`config.mk`:
```
export PLATFORM = sky130hd
export DESIGN_NAME = instr_fetch_decode
export DESIGN_NICKNAME = d
export VERILOG_FILES = /design/src/rtl/instr_fetch_decode.sv
export SDC_FILE = /design/constraint.sdc
export NUM_CORES = 1
export LEC_CHECK = 0
export ABC_AREA = 1
export CORE_UTILIZATION = 46
export CTS_CLUSTER_DIAMETER = 150
export DETAILED_ROUTE_END_ITERATION = 16
export GPL_TIMING_DRIVEN = 0
export PLACE_DENSITY = 0.79
export SLEW_MARGIN = 20
export SYNTH_ARGS = -nofsm -noshare
export SYNTH_HDL_FRONTEND = slang
export SYNTH_SLANG_ARGS = --single-unit
```
`constraint.sdc`:
```
create_clock -name clk -period 1.5 [get_ports clk]
set_input_delay 0.225 -clock clk [delete_from_list [all_inputs] [get_ports clk]]
set_output_delay 0.225 -clock clk [all_outputs]
set_load 0.005 [all_outputs]
```
`src/rtl/instr_fetch_decode.sv`:
```
// Fetch/decode front end of the 8-bit processor. It reads 1- or 2-byte instructions from memory
// and presents the decoded fields to execute through a valid/ready handshake.
module instr_fetch_decode #(
  parameter int            AW       = 8,
  parameter int            DW       = 8,
  parameter logic [AW-1:0] RESET_PC = '0
) (
  input  logic          clk,
  input  logic          rst,
  output logic          mem_rd,
  output logic [AW-1:0] mem_addr,
  input  logic [DW-1:0] mem_rdata,
  input  logic          redirect,
  input  logic [AW-1:0] redirect_addr,
  output logic          dec_valid,
  input  logic          dec_ready,
  output logic [3:0]    dec_opcode,
  output logic [1:0]    dec_rd,
  output logic [1:0]    dec_rs,
  output logic [DW-1:0] dec_imm,
  output logic          dec_len2,
  output logic [AW-1:0] dec_pc
);

  localparam logic [2:0] OP_REQ   = 3'd0;
  localparam logic [2:0] OP_WAIT  = 3'd1;
  localparam logic [2:0] IMM_REQ  = 3'd2;
  localparam logic [2:0] IMM_WAIT = 3'd3;
  localparam logic [2:0] OUT      = 3'd4;

  logic [2:0]    state_q, state_d;
  logic [AW-1:0] pc_q, pc_d;
  logic [AW-1:0] decPc_q, decPc_d;
  logic [3:0]    opcode_q, opcode_d;
  logic [1:0]    rd_q, rd_d;
  logic [1:0]    rs_q, rs_d;
  logic [DW-1:0] imm_q, imm_d;
  logic          len2_q, len2_d;

  // iread, iwrite, buc, biz and bio carry a second byte.
  function automatic logic isTwoByte(input logic [3:0] op);
    return (op == 4'b1001) || (op == 4'b1011) || (op == 4'b1101) ||
           (op == 4'b1110) || (op == 4'b1111);
  endfunction

  always_comb begin
    state_d  = state_q;
    pc_d     = pc_q;
    decPc_d  = decPc_q;
    opcode_d = opcode_q;
    rd_d     = rd_q;
    rs_d     = rs_q;
    imm_d    = imm_q;
    len2_d   = len2_q;
    if (redirect) begin
      // A redirect wins everywhere; any byte returning this cycle is ignored.
      pc_d    = redirect_addr;
      state_d = OP_REQ;
    end else begin
      case (state_q)
        OP_REQ: begin
          decPc_d = pc_q;
          state_d = OP_WAIT;
        end
        OP_WAIT: begin
          opcode_d = mem_rdata[7:4];
          rd_d     = mem_rdata[3:2];
          rs_d     = mem_rdata[1:0];
          pc_d     = pc_q + AW'(1);
          if (isTwoByte(mem_rdata[7:4])) begin
            len2_d  = 1'b1;
            state_d = IMM_REQ;
          end else begin
            len2_d  = 1'b0;
            imm_d   = '0;
            state_d = OUT;
          end
        end
        IMM_REQ:  state_d = IMM_WAIT;
        IMM_WAIT: begin
          imm_d   = mem_rdata;
          pc_d    = pc_q + AW'(1);
          state_d = OUT;
        end
        OUT: begin
          if (dec_ready) state_d = OP_REQ;
        end
        default: state_d = OP_REQ;
      endcase
    end
  end

  always_ff @(posedge clk or posedge rst) begin
    if (rst) begin
      state_q  <= OP_REQ;
      pc_q     <= RESET_PC;
      decPc_q  <= '0;
      opcode_q <= '0;
      rd_q     <= '0;
      rs_q     <= '0;
      imm_q    <= '0;
      len2_q   <= 1'b0;
    end else begin
      state_q  <= state_d;
      pc_q     <= pc_d;
      decPc_q  <= decPc_d;
      opcode_q <= opcode_d;
      rd_q     <= rd_d;
      rs_q     <= rs_d;
      imm_q    <= imm_d;
      len2_q   <= len2_d;
    end
  end

  // The strobe is masked while reset is held so no read starts from the reset state.
  assign mem_rd     = !rst && ((state_q == OP_REQ) || (state_q == IMM_REQ));
  assign mem_addr   = mem_rd ? pc_q : '0;
  assign dec_valid  = (state_q == OUT);
  assign dec_opcode = opcode_q;
  assign dec_rd     = rd_q;
  assign dec_rs     = rs_q;
  assign dec_imm    = imm_q;
  assign dec_len2   = len2_q;
  assign dec_pc     = decPc_q;

endmodule

```
Word-level counts from Yosys, hierarchy flattened. Index checks and enable logic that the tools add are counted.

Reductions and logical operators: 14. Multipliers: 0. Shift operators: 0. Div/mod/pow operators: 0. Add/sub/neg operators: 1. Mux-type cells: 10. Order comparisons: 0. Eq/ne operators: 11. Bitwise gates (word level): 1.

Operator list (count): two-way mux 8 bit (4); equality test 4 bit, second input constant (5); one-hot mux 8 bit (2 select lines) (1); one-hot mux 3 bit (5 select lines) (1); two-way mux 3 bit (3); adder 8 x 1 -> 8 bit, second input constant (1); equality test 3 x 2 -> 1 bit, second input constant (2); logical OR 1 bit (5); AND reduction 2 bit (2); nonzero test 2 bit (2); equality test 3 x 1 -> 1 bit, second input constant (1); equality test 3 bit, second input constant (1); logical NOT 3 bit (1); inequality test 3 x 2 -> 1 bit, second input constant (1); AND reduction 3 bit (1); inequality test 2 bit, second input constant (1); OR reduction 2 bit (1); logical AND 1 bit (1); logical NOT 1 bit (1); two-way mux 1 bit (1); inverter 1 bit (1).

Bits in read-only memories: 0. RAM bits: 0. Output and inout port bits: 35. Flip-flop bits (word level): 36. Bits in latches: 0. Memories kept: 0.

Depth between registers and ports, before layout.
Depth in word-level cells: 8. Depth in mapped cells: 8. Gate-level depth less buffers: 8.

Worst setup path after synthesis. No wires, ideal clock.

Path type: reg2out. Start: register state_q[2]. End: output port mem_addr[0]. Slack: 0.266 ns. Arrival time: 1.009 ns. Stages on the path, launching flop included: 6. Cell sequence: dfrtp_1 > nor2_1 > inv_2 > nor2_1 > inv_1 > nor2_1.

Word-level cells in the longest chain between the ends: 4. Elaborated cells between the ends (all ways): 5.

RTL lines: from (decl) (line 31) `logic [2:0] state_q, state_d;`; from (signal assigned) (line 104) `state_q <= state_d;`; equality test 3 x 2 -> 1 bit / logical NOT 3 bit (equally long branches) (line 116) `assign mem_rd = !rst && ((state_q == OP_REQ) || (state_q == IMM_REQ));`; logical OR 1 bit (*) (line 116); logical AND 1 bit (*) (line 116); named net mem_rd (line 10) `output logic mem_rd,`; two-way mux 8 bit (*) (line 117) `assign mem_addr = mem_rd ? pc_q : '0;`; to (decl) (line 11) `output logic [AW-1:0] mem_addr,`.

The timed path passes the listed nets; every way through them passes the cells marked *.

Final worst setup path.
Start: register state_q[0]. End: output port mem_addr[0].

Word-level cells in the longest chain between the ends: 4. Elaborated cells between the ends (all ways): 5.

RTL lines (line): equality test 3 x 2 -> 1 bit / logical NOT 3 bit (equally long branches) (116); logical OR 1 bit (*) (116); logical AND 1 bit (*) (116); two-way mux 8 bit (*) (117).

Every way passes the cells marked *; elsewhere a longest branch is shown, timed or not.

==> impl_metrics.tcl <==
set metrics [dict create \
    outcome "finished with violations" \
    violations "setup timing" \
    htree_levels 2 \
    grt_antenna_before_repair 0 \
    drtPass1Iterations 4 \
    maxCapViolCount 0 \
    first_iter_violations 114 \
    slew_violations 0 \
    ys_warn_count 0 \
    core_um2 3468 \
    synth_most_common_cell "nand2_1" \
    ir_drop_mv 0.6644 \
    gp_congestion 0.8337 \
    syn-num-nets 229 \
    critPathSlowestCell "dfrtp_1" \
    fin_ws_ns -0.08110 \
    portBuffers 54 \
    multiInputGateArea_um2 754.5 \
    synth_top_area_cell "dfrtp_1" \
    root_buffer "clkbuf_8" \
    die_y_um 63.42 \
    clk_pin_slew_ns 0.07 \
    fin_crit_sh_pct 105.4 \
    fill_cells 306 \
    ctsHoldBuffers 0 \
    syn_area_per_cell_um2 8.343 \
    synth_area_um2 1735 \
    fin_nets 296 \
    synth-edff-count 0 \
    dr_total_vias 1525 \
    layout_min_cycle_time_ns 1.581 \
    endpoint_kind "output pin" \
    dp_hpwl_mm 2.876 \
    yosysSeqAreaShare_pct 51.91 \
    fin_tns_setup_ns -0.5329 \
    setup_viol 8 \
    rsz0062_at_grt "yes" \
    cts_tree "yes" \
    p_total_uw 2783 \
    drive_above_1_share_pct 22.18 \
    fmax_ghz 0.6325 \
    synth_async_sr_flop_share_pct 100.0 \
    grt_usage_pct 21.84 \
    startpoint_type "flop" \
    clk_latency_ns 0.28 \
    synth.distinct_cells 22 \
    syn2layout_area_growth_pct 41.96 \
    netlist.area_leader.share_pct 51.91 \
    drc 0 \
    dp.cells 308 \
    initial_utilization_pct 50.04 \
    cp.required_ns 1.27 \
    leakage_uw 0.001202 \
    relSlewSlack_pct 50.96 \
    tightestPinTransition_ns 0.7345 \
    synth_cells 208 \
    die_w_um 63.42 \
    viasPerCell 4.751 \
    dp_slack_ns -0.3862 \
    final_util_pct 71.03 \
    timing.final.hold_violations 0 \
    skew_ns 0.004798 \
    power_density_nw_per_um2 1130 \
    pin_count 55 \
    core.rowCount 21 \
    diodes 0 \
    ys.flop_type "dfrtp_1" \
    path_cells "nor2_2 -> inv_2 -> nor2_4 -> buf_6 -> inv_8 -> nor2_1 -> buf_2" \
    crit_fanout 8 \
    arrival_ns 1.36 \
    stdcell_count 321 \
    grt_max_degree 37 \
    seq_area_um2 900.9 \
    clock_sinks 36 \
    clockBufferDepth 2 \
    synth_common_cells "72 x nand2_1, 36 x dfrtp_1, 21 x nor2_1" \
    critPathMaxStageDelay_ns 0.41 \
    overflow 0 \
    grt_pass1_vias 1444 \
    die_area_um2 4022 \
    synthTopCellsByArea "dfrtp_1 52%, nand2_1 16%, nand3_1 5.5%" \
    drt_wl_total_mm 3.946 \
    wire_per_inst_um 12.29 \
    crit_type "reg -> out" \
    grt_pass1_wl_mm 6.741 \
    ys_ff_latch 36 \
    numCtsBuffers 5 \
    min_path_type "reg -> reg" \
    ant_nets 0 \
]
-- layout by cell type (no fill, tap or decap), drive strengths merged --
| cell type | n |
|---|---|
| nand2 | 77 |
| clkdlybuf4s50 | 44 |
| dfrtp | 36 |
| nor2 | 25 |
| inv | 22 |
| nand3 | 19 |
| buf | 17 |
| o21ai | 16 |
| clkbuf | 8 |
| a21oi | 2 |
| o211ai | 2 |
| clkinvlp | 1 |
| a31oi | 1 |
| xor2 | 1 |
| o21bai | 1 |
| ha | 1 |
| clkinv | 1 |
| clkdlybuf4s15 | 1 |
-- final timing paths --
path / start / cells past startpoint / endpoint / slack [ns]
hold / removal: dec_imm[2] / 2 / dec_imm[2] / 0.47
setup / recovery: state_q[0] / 7 / mem_addr[0] / -0.08
max in group asynchronous: rst / 2 / state_q[2] / 0.54
setup reg to reg: state_q[0] / 9 / dec_pc[0] / 0.05
min in group asynchronous: rst / 2 / dec_len2 / 0.49
hold reg to reg: dec_imm[2] / 2 / dec_imm[2] / 0.47
-- metal layers --
layer	global-route usage (%)	vias up	wire length, µm
li1	-	785	-
met1	30.35	690	1889
met2	32.98	42	1792
met3	3.442	8	140
met4	10.80	0	123
met5	0	-	0
-- cells by family after synthesis --
| kind of cell | share of synthesized area, % |
|---|---|
| XOR/XNOR | 0.5048 |
| AND/OR/NAND/NOR | 31.07 |
| adder cells (fa/ha/maj) | 0.7209 |
| flip-flops | 51.91 |
| buffers and inverters | 6.776 |
| AO/OA/AOI/OAI | 9.012 |
-- critical path, delay by kind of cell (launching register included) --
kind | cells | cell delay [ns]
flops | 1 | 0.41
simple gates | 3 | 0.31
buf+inv | 4 | 0.36
-- per-stage QoR --
stage | instance area [µm²] | hold slack, ns
floorplan | 1735 | 0.3322
detailed placement | 2333 | 0.4595
CTS | 2429 | 0.4733
finish | 2464 | 0.4691
global placement | 2333 | 0.4572
global route | 2464 | 0.5031
-- state kept, by name (all words and copies together), names as in the netlist --
register    flops
pc_q            8
dec_imm         8
dec_rs          2
dec_rd          2
dec_len2        1
dec_pc          8
state_q         3
dec_opcode      4
-- what timing repair did --
action | CTS | global route
endpoints found under the setup margin | 10 | 13
buffers inserted | 4 | 2
resized for setup | 42 | 14
pin swaps | 2 | 2
-- cell type report --
type	instances	share of cell area, %
Inverter	23	3.961
Clock buffer	6	2.946
Clock inverter	1	0.2031
Sequential cell	36	36.57
Timing Repair Buffer	60	22.09
Buffer	4	1.270
Multi-Input combinational cell	145	30.62
Tap cell	46	2.336
-- power by group --
group | switching, µW | internal [µW]
clock network | 316 | 315
registers | 119 | 1150
logic | 402 | 481
Power figures use the tool's default switching activity.
